===== config.mk =====
export PLATFORM = sky130hd
export DESIGN_NAME = systolic_deskew_collector_flat
export DESIGN_NICKNAME = d
export VERILOG_FILES = /design/src/rtl/systolic_deskew_collector_if.sv /design/src/rtl/systolic_deskew_collector.sv /design/src/flat_wrapper.sv
export SDC_FILE = /design/constraint.sdc
export NUM_CORES = 1
export LEC_CHECK = 0
export CORE_ASPECT_RATIO = 1.25
export CORE_MARGIN = 4
export CORE_UTILIZATION = 55
export CTS_CLUSTER_SIZE = 24
export DETAILED_ROUTE_END_ITERATION = 10
export HOLD_SLACK_MARGIN = 0.1
export PLACE_DENSITY = 0.86
export SETUP_SLACK_MARGIN = 0.05
export SLEW_MARGIN = 15
export SYNTH_ARGS = -nofsm -noshare
export SYNTH_HDL_FRONTEND = slang
export SYNTH_SLANG_ARGS = --single-unit

===== constraint.sdc =====
create_clock -name clk -period 8 [get_ports clk]
set_input_delay 2 -clock clk [delete_from_list [all_inputs] [get_ports clk]]
set_output_delay 2 -clock clk [all_outputs]
set_load 0.01 [all_outputs]

===== src/rtl/systolic_deskew_collector_if.sv =====
// Handshake bundle for the deskew collector.
//   in_data   : L lanes of N bits, lane k at [k*N +: N], skewed by k cycles
//   in_valid  : per-lane valid, staircase-skewed like the data
//   out_data  : aligned row, same lane packing
//   out_valid : a row is available on out_data
//   out_ready : downstream accepts the row this cycle
// The master modport belongs to the feeder/consumer side; the slave modport belongs to the collector.
interface systolic_deskew_collector_if #(
  parameter int N = 32,
  parameter int L = 5
);
  logic [L*N-1:0] in_data;
  logic [L-1:0]   in_valid;
  logic [L*N-1:0] out_data;
  logic           out_valid;
  logic           out_ready;

  modport master (
    output in_data, in_valid, out_ready,
    input  out_data, out_valid
  );

  modport slave (
    input  in_data, in_valid, out_ready,
    output out_data, out_valid
  );
endinterface


===== src/rtl/systolic_deskew_collector.sv =====
// Removes the staircase skew from one edge of the systolic array and
// re-forms whole rows. The aligned rows go into a small FIFO that is drained
// over a valid/ready handshake.
//   clk      : system clock, rising edge
//   clr      : synchronous active-high reset, overrides everything
//   bus      : slave side of the lane/handshake interface
//   rows_out : rows accepted downstream, wraps modulo 2^CW
//   skew_err : sticky, the aligned lanes disagreed on valid
//   ovf_err  : sticky, a complete row was dropped because the FIFO was full
//   empty    : the FIFO holds no rows
//   full     : the FIFO holds DEPTH rows
module systolic_deskew_collector #(
  parameter int N     = 32,
  parameter int L     = 5,
  parameter int DEPTH = 4,
  parameter int CW    = 16
) (
  input  logic                           clk,
  input  logic                           clr,
  systolic_deskew_collector_if.slave     bus,
  output logic [CW-1:0]                  rows_out,
  output logic                           skew_err,
  output logic                           ovf_err,
  output logic                           empty,
  output logic                           full
);

  localparam int AW   = (DEPTH > 1) ? $clog2(DEPTH) : 1;
  localparam int CNTW = $clog2(DEPTH + 1);

  logic [N-1:0]   al_data [L];
  logic [L-1:0]   al_valid;
  logic [L*N-1:0] al_row;

  // Lane k is delayed by L-1-k stages so that every lane of a row lines up
  // with the undelayed last lane.
  for (genvar k = 0; k < L; k++) begin : g_lane
    localparam int D = L - 1 - k;
    if (D == 0) begin : g_direct
      assign al_data[k]  = bus.in_data[k*N +: N];
      assign al_valid[k] = bus.in_valid[k];
    end else begin : g_dly
      logic [N-1:0] d_q [D];
      logic [D-1:0] v_q;
      always_ff @(posedge clk) begin
        if (clr) begin
          for (int s = 0; s < D; s++) d_q[s] <= '0;
          v_q <= '0;
        end else begin
          d_q[0] <= bus.in_data[k*N +: N];
          v_q[0] <= bus.in_valid[k];
          for (int s = 1; s < D; s++) begin
            d_q[s] <= d_q[s-1];
            v_q[s] <= v_q[s-1];
          end
        end
      end
      assign al_data[k]  = d_q[D-1];
      assign al_valid[k] = v_q[D-1];
    end
  end

  always_comb begin
    al_row = '0;
    for (int k = 0; k < L; k++) al_row[k*N +: N] = al_data[k];
  end

  logic [L*N-1:0] mem_q [DEPTH];
  logic [AW-1:0]  wr_q, rd_q;
  logic [CNTW-1:0] cnt_q, cnt_d;
  logic           empty_q, full_q;
  logic [CW-1:0]  rows_q;
  logic           skew_q, ovf_q;

  logic row_all, row_any, pop, push, drop;

  assign row_all = &al_valid;
  assign row_any = |al_valid;
  assign pop     = ~empty_q & bus.out_ready;
  // A full FIFO still takes a row when the head leaves in the same cycle.
  assign push    = row_all & (~full_q | pop);
  assign drop    = row_all & full_q & ~pop;
  assign cnt_d   = cnt_q + CNTW'(push) - CNTW'(pop);

  always_ff @(posedge clk) begin
    if (clr) begin
      for (int i = 0; i < DEPTH; i++) mem_q[i] <= '0;
      wr_q    <= '0;
      rd_q    <= '0;
      cnt_q   <= '0;
      empty_q <= 1'b1;
      full_q  <= 1'b0;
      rows_q  <= '0;
      skew_q  <= 1'b0;
      ovf_q   <= 1'b0;
    end else begin
      if (push) begin
        mem_q[wr_q] <= al_row;
        wr_q        <= wr_q + AW'(1);
      end
      if (pop) begin
        rd_q   <= rd_q + AW'(1);
        rows_q <= rows_q + CW'(1);
      end
      cnt_q   <= cnt_d;
      empty_q <= (cnt_d == '0);
      full_q  <= (cnt_d == CNTW'(DEPTH));
      if (row_any & ~row_all) skew_q <= 1'b1;
      if (drop)               ovf_q  <= 1'b1;
    end
  end

  assign bus.out_valid = ~empty_q;
  assign bus.out_data  = mem_q[rd_q];
  assign rows_out      = rows_q;
  assign skew_err      = skew_q;
  assign ovf_err       = ovf_q;
  assign empty         = empty_q;
  assign full          = full_q;

endmodule


===== src/flat_wrapper.sv =====
// flat-port wrapper written by rule: the top's interface ports become plain ports
module systolic_deskew_collector_flat 
#(
  parameter int N     = 32,
  parameter int L     = 5,
  parameter int DEPTH = 4,
  parameter int CW    = 16
)
  (clk, clr, rows_out, skew_err, ovf_err, empty, full, bus_in_data, bus_in_valid, bus_out_ready, bus_out_data, bus_out_valid);
  systolic_deskew_collector_if #(.N(N), .L(L)) bus_i ();
  input  logic clk;
  input  logic clr;
  output logic [CW-1:0] rows_out;
  output logic skew_err;
  output logic ovf_err;
  output logic empty;
  output logic full;
  input wire logic [$bits(bus_i.in_data)-1:0] bus_in_data;
  input wire logic [$bits(bus_i.in_valid)-1:0] bus_in_valid;
  input wire logic [$bits(bus_i.out_ready)-1:0] bus_out_ready;
  output wire logic [$bits(bus_i.out_data)-1:0] bus_out_data;
  output wire logic [$bits(bus_i.out_valid)-1:0] bus_out_valid;
  assign bus_i.in_data = bus_in_data;
  assign bus_i.in_valid = bus_in_valid;
  assign bus_i.out_ready = bus_out_ready;
  assign bus_out_data = bus_i.out_data;
  assign bus_out_valid = bus_i.out_valid;
  systolic_deskew_collector #(.N(N), .L(L), .DEPTH(DEPTH), .CW(CW)) u_core (.clk(clk), .clr(clr), .bus(bus_i), .rows_out(rows_out), .skew_err(skew_err), .ovf_err(ovf_err), .empty(empty), .full(full));
endmodule

==> results of run 1 <==
[worst max-delay path, delay by kind of cell, from the launching register on]
family / cells / cell delay, ps
flops: 1 / 920
buf+inv: 2 / 1400
mux: 1 / 430
[worst paths after layout]
path | startpoint | endpoint | slack, ps
max reg2reg | u_core.empty$_SDFF_PP1_ | u_core.mem_q[0][90]$_SDFFCE_PN0P_ | 4040
max | flop | bus_out_data[9] | 2600
min | u_core.g_lane[2].g_dly.d_q[0][20]$_SDFF_PP0_ | u_core.g_lane[2].g_dly.d_q[0][52]$_SDFF_PP0_ | 430
min reg2reg | u_core.g_lane[2].g_dly.d_q[0][20]$_SDFF_PP0_ | u_core.g_lane[2].g_dly.d_q[0][52]$_SDFF_PP0_ | 430
[power by group through the flow]
stage / sequential (mW) / clock, mW / combinational (mW)
6_report: 5.75 / 4.50 / 1.31
5_1_grt: 5.76 / 4.76 / 1.39
4_1_cts: 5.78 / 4.54 / 1.29
3_5_place_dp: 5.88 / 0 / 1.28
3_3_place_gp: 5.87 / 0 / 1.27
2_1_floorplan: 5.83 / 0 / 0.707
[layer usage]
| layer | global-route usage | vias to the layer above | share of wire |
|---|---|---|---|
| met5 | 0 | - | 0 |
| met4 | 0.101 | 0 | 0.039 |
| met3 | 0.0488 | 156 | 0.092 |
| met2 | 0.391 | 1176 | 0.51 |
| met1 | 0.294 | 10500 | 0.36 |
| li1 | - | 9445 | - |
[layout by cell type (no fill, tap or decap), types with 17 or more instances in the layout]
cell type        instances
nor2_1                 657
nor2b_1                332
mux4_2                 160
clkbuf_16               97
clkdlybuf4s50_1        347
clkbuf_1                18
buf_4                   17
dfxtp_1                357
nand2_1                174
edfxtp_1               640
[layout make-up]
type                       instances  area, um2
clock buffer                     127       2640
clock inverter                    45        517
timing repair buffer             373       3790
multi-input combinational       1391       9350
inverter                          10       42.5
sequential                       999      26400
fill                            4221      21900
antenna                            2       5.00
tap                              856       1070
[stage by stage]
| stage | total power, mW | hold WS, ps |
|---|---|---|
| after floorplan | 6.54 | 414 |
| after global placement | 7.14 | 417 |
| after detailed placement | 7.16 | 421 |
| after CTS | 11.6 | 430 |
| after global routing | 11.9 | 439 |
| final | 11.6 | 426 |
[state kept, by name (all words and copies together) (netlist names), named ones only]
signal	count
u_core.g_lane.g_dly.v_q	10
u_core.wr_q	2
u_core.mem_q	640
u_core.empty	1
u_core.cnt_q	3
u_core.full	1
u_core.rows_out	16
u_core.g_lane.g_dly.d_q	320
u_core.skew_err	1
u_core.ovf_err	1
u_core.rd_q	2
[synth_stat cells]
| cell type | instances | share of area |
|---|---|---|
| clkbuf_2 | 1 | 0.00014 |
| nor2_1 | 657 | 0.067 |
| a21oi_1 | 8 | 0.0011 |
| o31ai_1 | 2 | 0.00041 |
| or3_1 | 7 | 0.0012 |
| a31oi_1 | 1 | 0.00017 |
| dfxtp_1 | 359 | 0.20 |
| nor2b_1 | 332 | 0.057 |
| o21ai_0 | 5 | 0.00068 |
| ha_1 | 3 | 0.0010 |
| nand2b_4 | 1 | 0.00038 |
| a211o_1 | 1 | 0.00024 |
| nand4_1 | 3 | 0.00051 |
| xnor2_1 | 5 | 0.0012 |
| buf_2 | 30 | 0.0041 |
| nand3b_1 | 1 | 0.00021 |
| or4_1 | 2 | 0.00041 |
| nor3b_1 | 1 | 0.00021 |
| xor2_1 | 9 | 0.0022 |
| mux4_2 | 160 | 0.099 |
| and3_1 | 1 | 0.00017 |
| o21ba_2 | 1 | 0.00027 |
| buf_1 | 5 | 0.00051 |
| and4b_1 | 1 | 0.00027 |
| nand2_1 | 178 | 0.018 |
| edfxtp_1 | 640 | 0.53 |
| nand3_1 | 6 | 0.00082 |
| and4_1 | 2 | 0.00048 |
| inv_1 | 9 | 0.00092 |
| buf_6 | 20 | 0.0062 |
| nor3_1 | 2 | 0.00027 |
| or2_1 | 1 | 0.00017 |
| fa_1 | 1 | 0.00055 |
| clkinv_1 | 1 | 0.00010 |
| clkbuf_1 | 111 | 0.011 |
[cells by family after synthesis]
| kind of cell | share of synthesized area |
|---|---|
| simple gates | 0.148 |
| mux | 0.0986 |
| buf+inv | 0.0233 |
| flops | 0.723 |
| compound gates | 0.00288 |
| xor+xnor | 0.00336 |
| fa+ha+maj | 0.00158 |
==> results.yml, run 1 <==
sta:
  hold_viol: 0
  fin_crit_ps: 5400
  period_share: 0.675
  rsz0062_at_grt: "false"
  maxSlewHeadroom: 0.271
  worst_slack_ps: 2600
  tns_ps: 0
  skew_ps: 24.7
  clock.fmax_mhz: 185
  drv_slew: 0
  setup_viol: 0
  worstMarginPinSlew_ps: 1090
floorplanning:
  initial_utilization: 0.556
  num_rows: 105
  die-width_um: 239
  core_area_um2: 65700
  top_level_ports: 349
  die_y_um: 296
  dieArea_um2: 70700
synthesis:
  synth_area_per_cell_um2: 14.2
  syn_nets: 2739
  synth_area_um2: 36500
  seq_area_frac_synth: 0.723
  synth.distinct_cells: 35
  synth_seq_cells: 999
  synth_cells: 2567
  yosys_warnings: 0
setup_path:
  critPathKind: "flop to output port"
  max_stage_delay_ps: 920
  worst-path-max-fanout: 58
  endpoint_kind: "output port"
  required_ps: 6000
  critPathLaunchType: "flop"
  r2r_cells: 6
  cp.arrival_ps: 3400
  timing.critical_path.cells: "buf_4, mux4_2, clkdlybuf4s50_1"
  worst_path_max_delay_cell: "dfxtp_4"
cells_and_area:
  final_area_um2: 43800
  finalNetCount: 3039
  area.growth.synth_to_final_pct: 19.9
  drive_gt1_frac: 0.117
  finish.utilization: 0.667
  stdcell_count: 3803
clocking:
  post-cts-setup-buffer-count: 0
  clock_sinks: 999
  cts_tree: "yes"
  cts_resized: 0
  path_clk_slew_ps: 60
  cts-root-buf: "clkbuf_16"
  cts_buffer_depth: 3
  numCtsBuffers: 92
  cts_max_level: 3
  clkLatencyLatePin_ps: 630
  ctsHoldBuffers: 0
drt:
  drt.antenna.violating_nets: 0
  wl_per_cell_um: 21.9
  drtIter0Drc: 2073
  vias: 21300
  via_per_inst: 5.60
  first_pass_iters: 6
  drc: 0
  wl_um: 83300
placed_design:
  place_area_um2: 40600
  place_ws_ps: 2100
  dp.cells: 3627
  portBuffers: 348
  gp_congestion: 0.791
  dpl.hpwl_um: 47800
power_and_ir_drop:
  clkPwrFrac: 0.389
  intPower_mw: 9.00
  powerDensity_nw_per_um2: 264
  peakVddDrop_mv: 0.163
  pwr-share-comb: 0.114
  p_switching_mw: 2.56
  p_seq_frac: 0.497
  leakage_nw: 15.0
  switching_share: 0.221
grt:
  grt-ovfl-total: 0
  grt_pass1_vias: 22100
  grt_start_max_net_pins: 153
  antenna_found_initial: 1
  grt_usage: 0.232
  grt_pass1_wl_um: 126000
flow_run:
  cap_violations: 0
run_status:
  status: "completed"
hold_path:
  holdCritPathClass: "flop to flop"
  whs_path_depth: 1
(Power assumes the default switching activity.)
==> run 2, diff against run 1 <==
--- a/config.mk
+++ b/config.mk
@@ -7,11 +7,11 @@
 export LEC_CHECK = 0
 export CORE_ASPECT_RATIO = 1.25
 export CORE_MARGIN = 4
-export CORE_UTILIZATION = 55
+export CORE_UTILIZATION = 51
 export CTS_CLUSTER_SIZE = 24
 export DETAILED_ROUTE_END_ITERATION = 10
 export HOLD_SLACK_MARGIN = 0.1
-export PLACE_DENSITY = 0.86
+export PLACE_DENSITY = 0.84
 export SETUP_SLACK_MARGIN = 0.05
 export SLEW_MARGIN = 15
 export SYNTH_ARGS = -nofsm -noshare
==> constraint.sdc (replaced) <==
create_clock -name clk -period 4.5 [get_ports clk]
set_input_delay 1.125 -clock clk [delete_from_list [all_inputs] [get_ports clk]]
set_output_delay 1.125 -clock clk [all_outputs]
set_load 0.01 [all_outputs]
==> run 2 against run 1 <==
- clock power increased by 78%
- worst setup slack lost 2000 ps
- combinational power grew 83%
- critical endpoint is now bus_out_data[153]
- critical path depth did not move
==> results.yml, run 2 (same netlist as run 1, synthesis figures left out) <==
run_status:
  status: "completed"
sta:
  hold_viol: 0
  drv_slew: 0
  setup_viol: 0
  skew_ps: 32.2
  maxSlewHeadroom: 0.279
  period_share: 0.876
  rsz0062_at_grt: "false"
  fin_crit_ps: 3940
  worstMarginPinSlew_ps: 1080
  tns_ps: 0
  clock.fmax_mhz: 254
clocking:
  cts_buffer_depth: 3
  cts-root-buf: "clkbuf_16"
  clkLatencyLatePin_ps: 660
  numCtsBuffers: 92
  ctsHoldBuffers: 0
  cts_resized: 0
  path_clk_slew_ps: 60
  cts_max_level: 3
  post-cts-setup-buffer-count: 0
  cts_tree: "yes"
  clock_sinks: 999
drt:
  drtIter0Drc: 1977
  drc: 0
  route.met3.wl_um: 6710
  wl_um: 85400
  wl_met2_um: 43400
  drt.antenna.violating_nets: 0
  vias: 21500
  via_per_inst: 5.49
  first_pass_iters: 7
  highest_layer: "met4"
  wl_met1_um: 31800
  wl_per_cell_um: 21.8
floorplanning:
  dieArea_um2: 76000
  die-width_um: 247
  top_level_ports: 349
  die_y_um: 307
  core_area_um2: 70900
  num_rows: 109
  initial_utilization: 0.515
setup_path:
  crit_family: "buffers and inverters"
  timing.critical_path.cells: "buf_4, mux4_2, clkdlybuf4s50_1"
  critPathLaunchType: "flop"
  crit_buf_inv: 2
  endpoint_kind: "output port"
  critPathKind: "flop to output port"
  worst-path-max-fanout: 29
  required_ps: 3380
  cp.arrival_ps: 2820
  max_stage_delay_ps: 650
  worst_path_max_delay_cell: "mux4_2"
grt:
  grt_start_max_net_pins: 188
  grt-ovfl-total: 0
  grt_pass1_vias: 22300
  grt_pass1_wl_um: 130000
  grt_usage: 0.223
  antenna_found_initial: 8
placed_design:
  gp_congestion: 0.781
  portBuffers: 348
  dp.cells: 3733
  dpl.hpwl_um: 48900
cells_and_area:
  area.growth.synth_to_final_pct: 21.2
  final_common_cell: "nor2_1"
  largest_register_ffs: 640
  top_register: "u_core.mem_q"
  finalNetCount: 3056
  drive_gt1_frac: 0.124
  stdcell_count: 3913
  layout_common_cells: "nor2_1 (657), edfxtp_1 (640), dfxtp_1 (357)"
power_and_ir_drop:
  clkPwrFrac: 0.389
  peakVddDrop_mv: 0.304
  intPower_mw: 15.9
  pwr-share-comb: 0.116
  switching_share: 0.227
  leakage_nw: 15.2
  p_seq_frac: 0.495
  p_switching_mw: 4.67
  powerDensity_nw_per_um2: 465
hold_path:
  holdCritPathClass: "flop to flop"
flow_run:
  cap_violations: 0
-- run 2: power groups by stage --
stage          Sequential (mW)  Combinational (mW)  Clock (mW)
6_report                  10.2                2.40        8.02
4_1_cts                   10.2                2.43        8.11
3_5_place_dp              10.4                2.41           0
3_3_place_gp              10.4                2.40           0
2_1_floorplan             10.3                1.26           0
5_1_grt                   10.2                2.53        8.50
-- run 2: worst register-to-register path, delay by kind of cell (launching register included) --
kind	cells	cell delay, ps
AOI/OAI and AO/OA	1	390
and+or+nand+nor	3	750
DFF	1	370
buffers and inverters	2	570
-- run 2: per-stage QoR --
step                total power, mW   util  setup WS (ps)  cell area [um2]  hold WS, ps
finish                         20.6  0.625            559            44300          425
global route                   21.3  0.624            432            44300          444
CTS                            20.7  0.624            470            44300          433
detailed placement             12.8  0.580            836            41100          420
global placement               12.8  0.580            884            41100          418
floorplan                      11.6      -            436            36600          414
-- run 2: area by class of cell --
cell class	count	area, um2
antenna	7	17.5
clock buffer	113	2540
clock inverter	60	613
fill	4905	26600
inverter	10	42.5
multi-input combinational	1391	9380
sequential	999	26400
tap	943	1180
timing repair buffer	390	4100
-- run 2: worst paths after layout --
kind	start	end	slack, ps	cells after the start
setup reg to reg	u_core.empty$_SDFF_PP1_	u_core.mem_q[3][103]$_DFFE_PP_	2080	6
setup / recovery	flop	bus_out_data[153]	560	3
hold reg to reg	u_core.g_lane[0].g_dly.d_q[0][8]$_SDFF_PP0_	u_core.g_lane[0].g_dly.d_q[1][8]$_SDFF_PP0_	430	1
hold / removal	u_core.g_lane[0].g_dly.d_q[0][8]$_SDFF_PP0_	u_core.g_lane[0].g_dly.d_q[1][8]$_SDFF_PP0_	430	1
-- run 2: routing by layer --
layer,global-route usage,up-vias
li1,-,9498
met5,0,-
met4,0.102,0
met3,0.0359,179
met2,0.375,1065
met1,0.286,10700
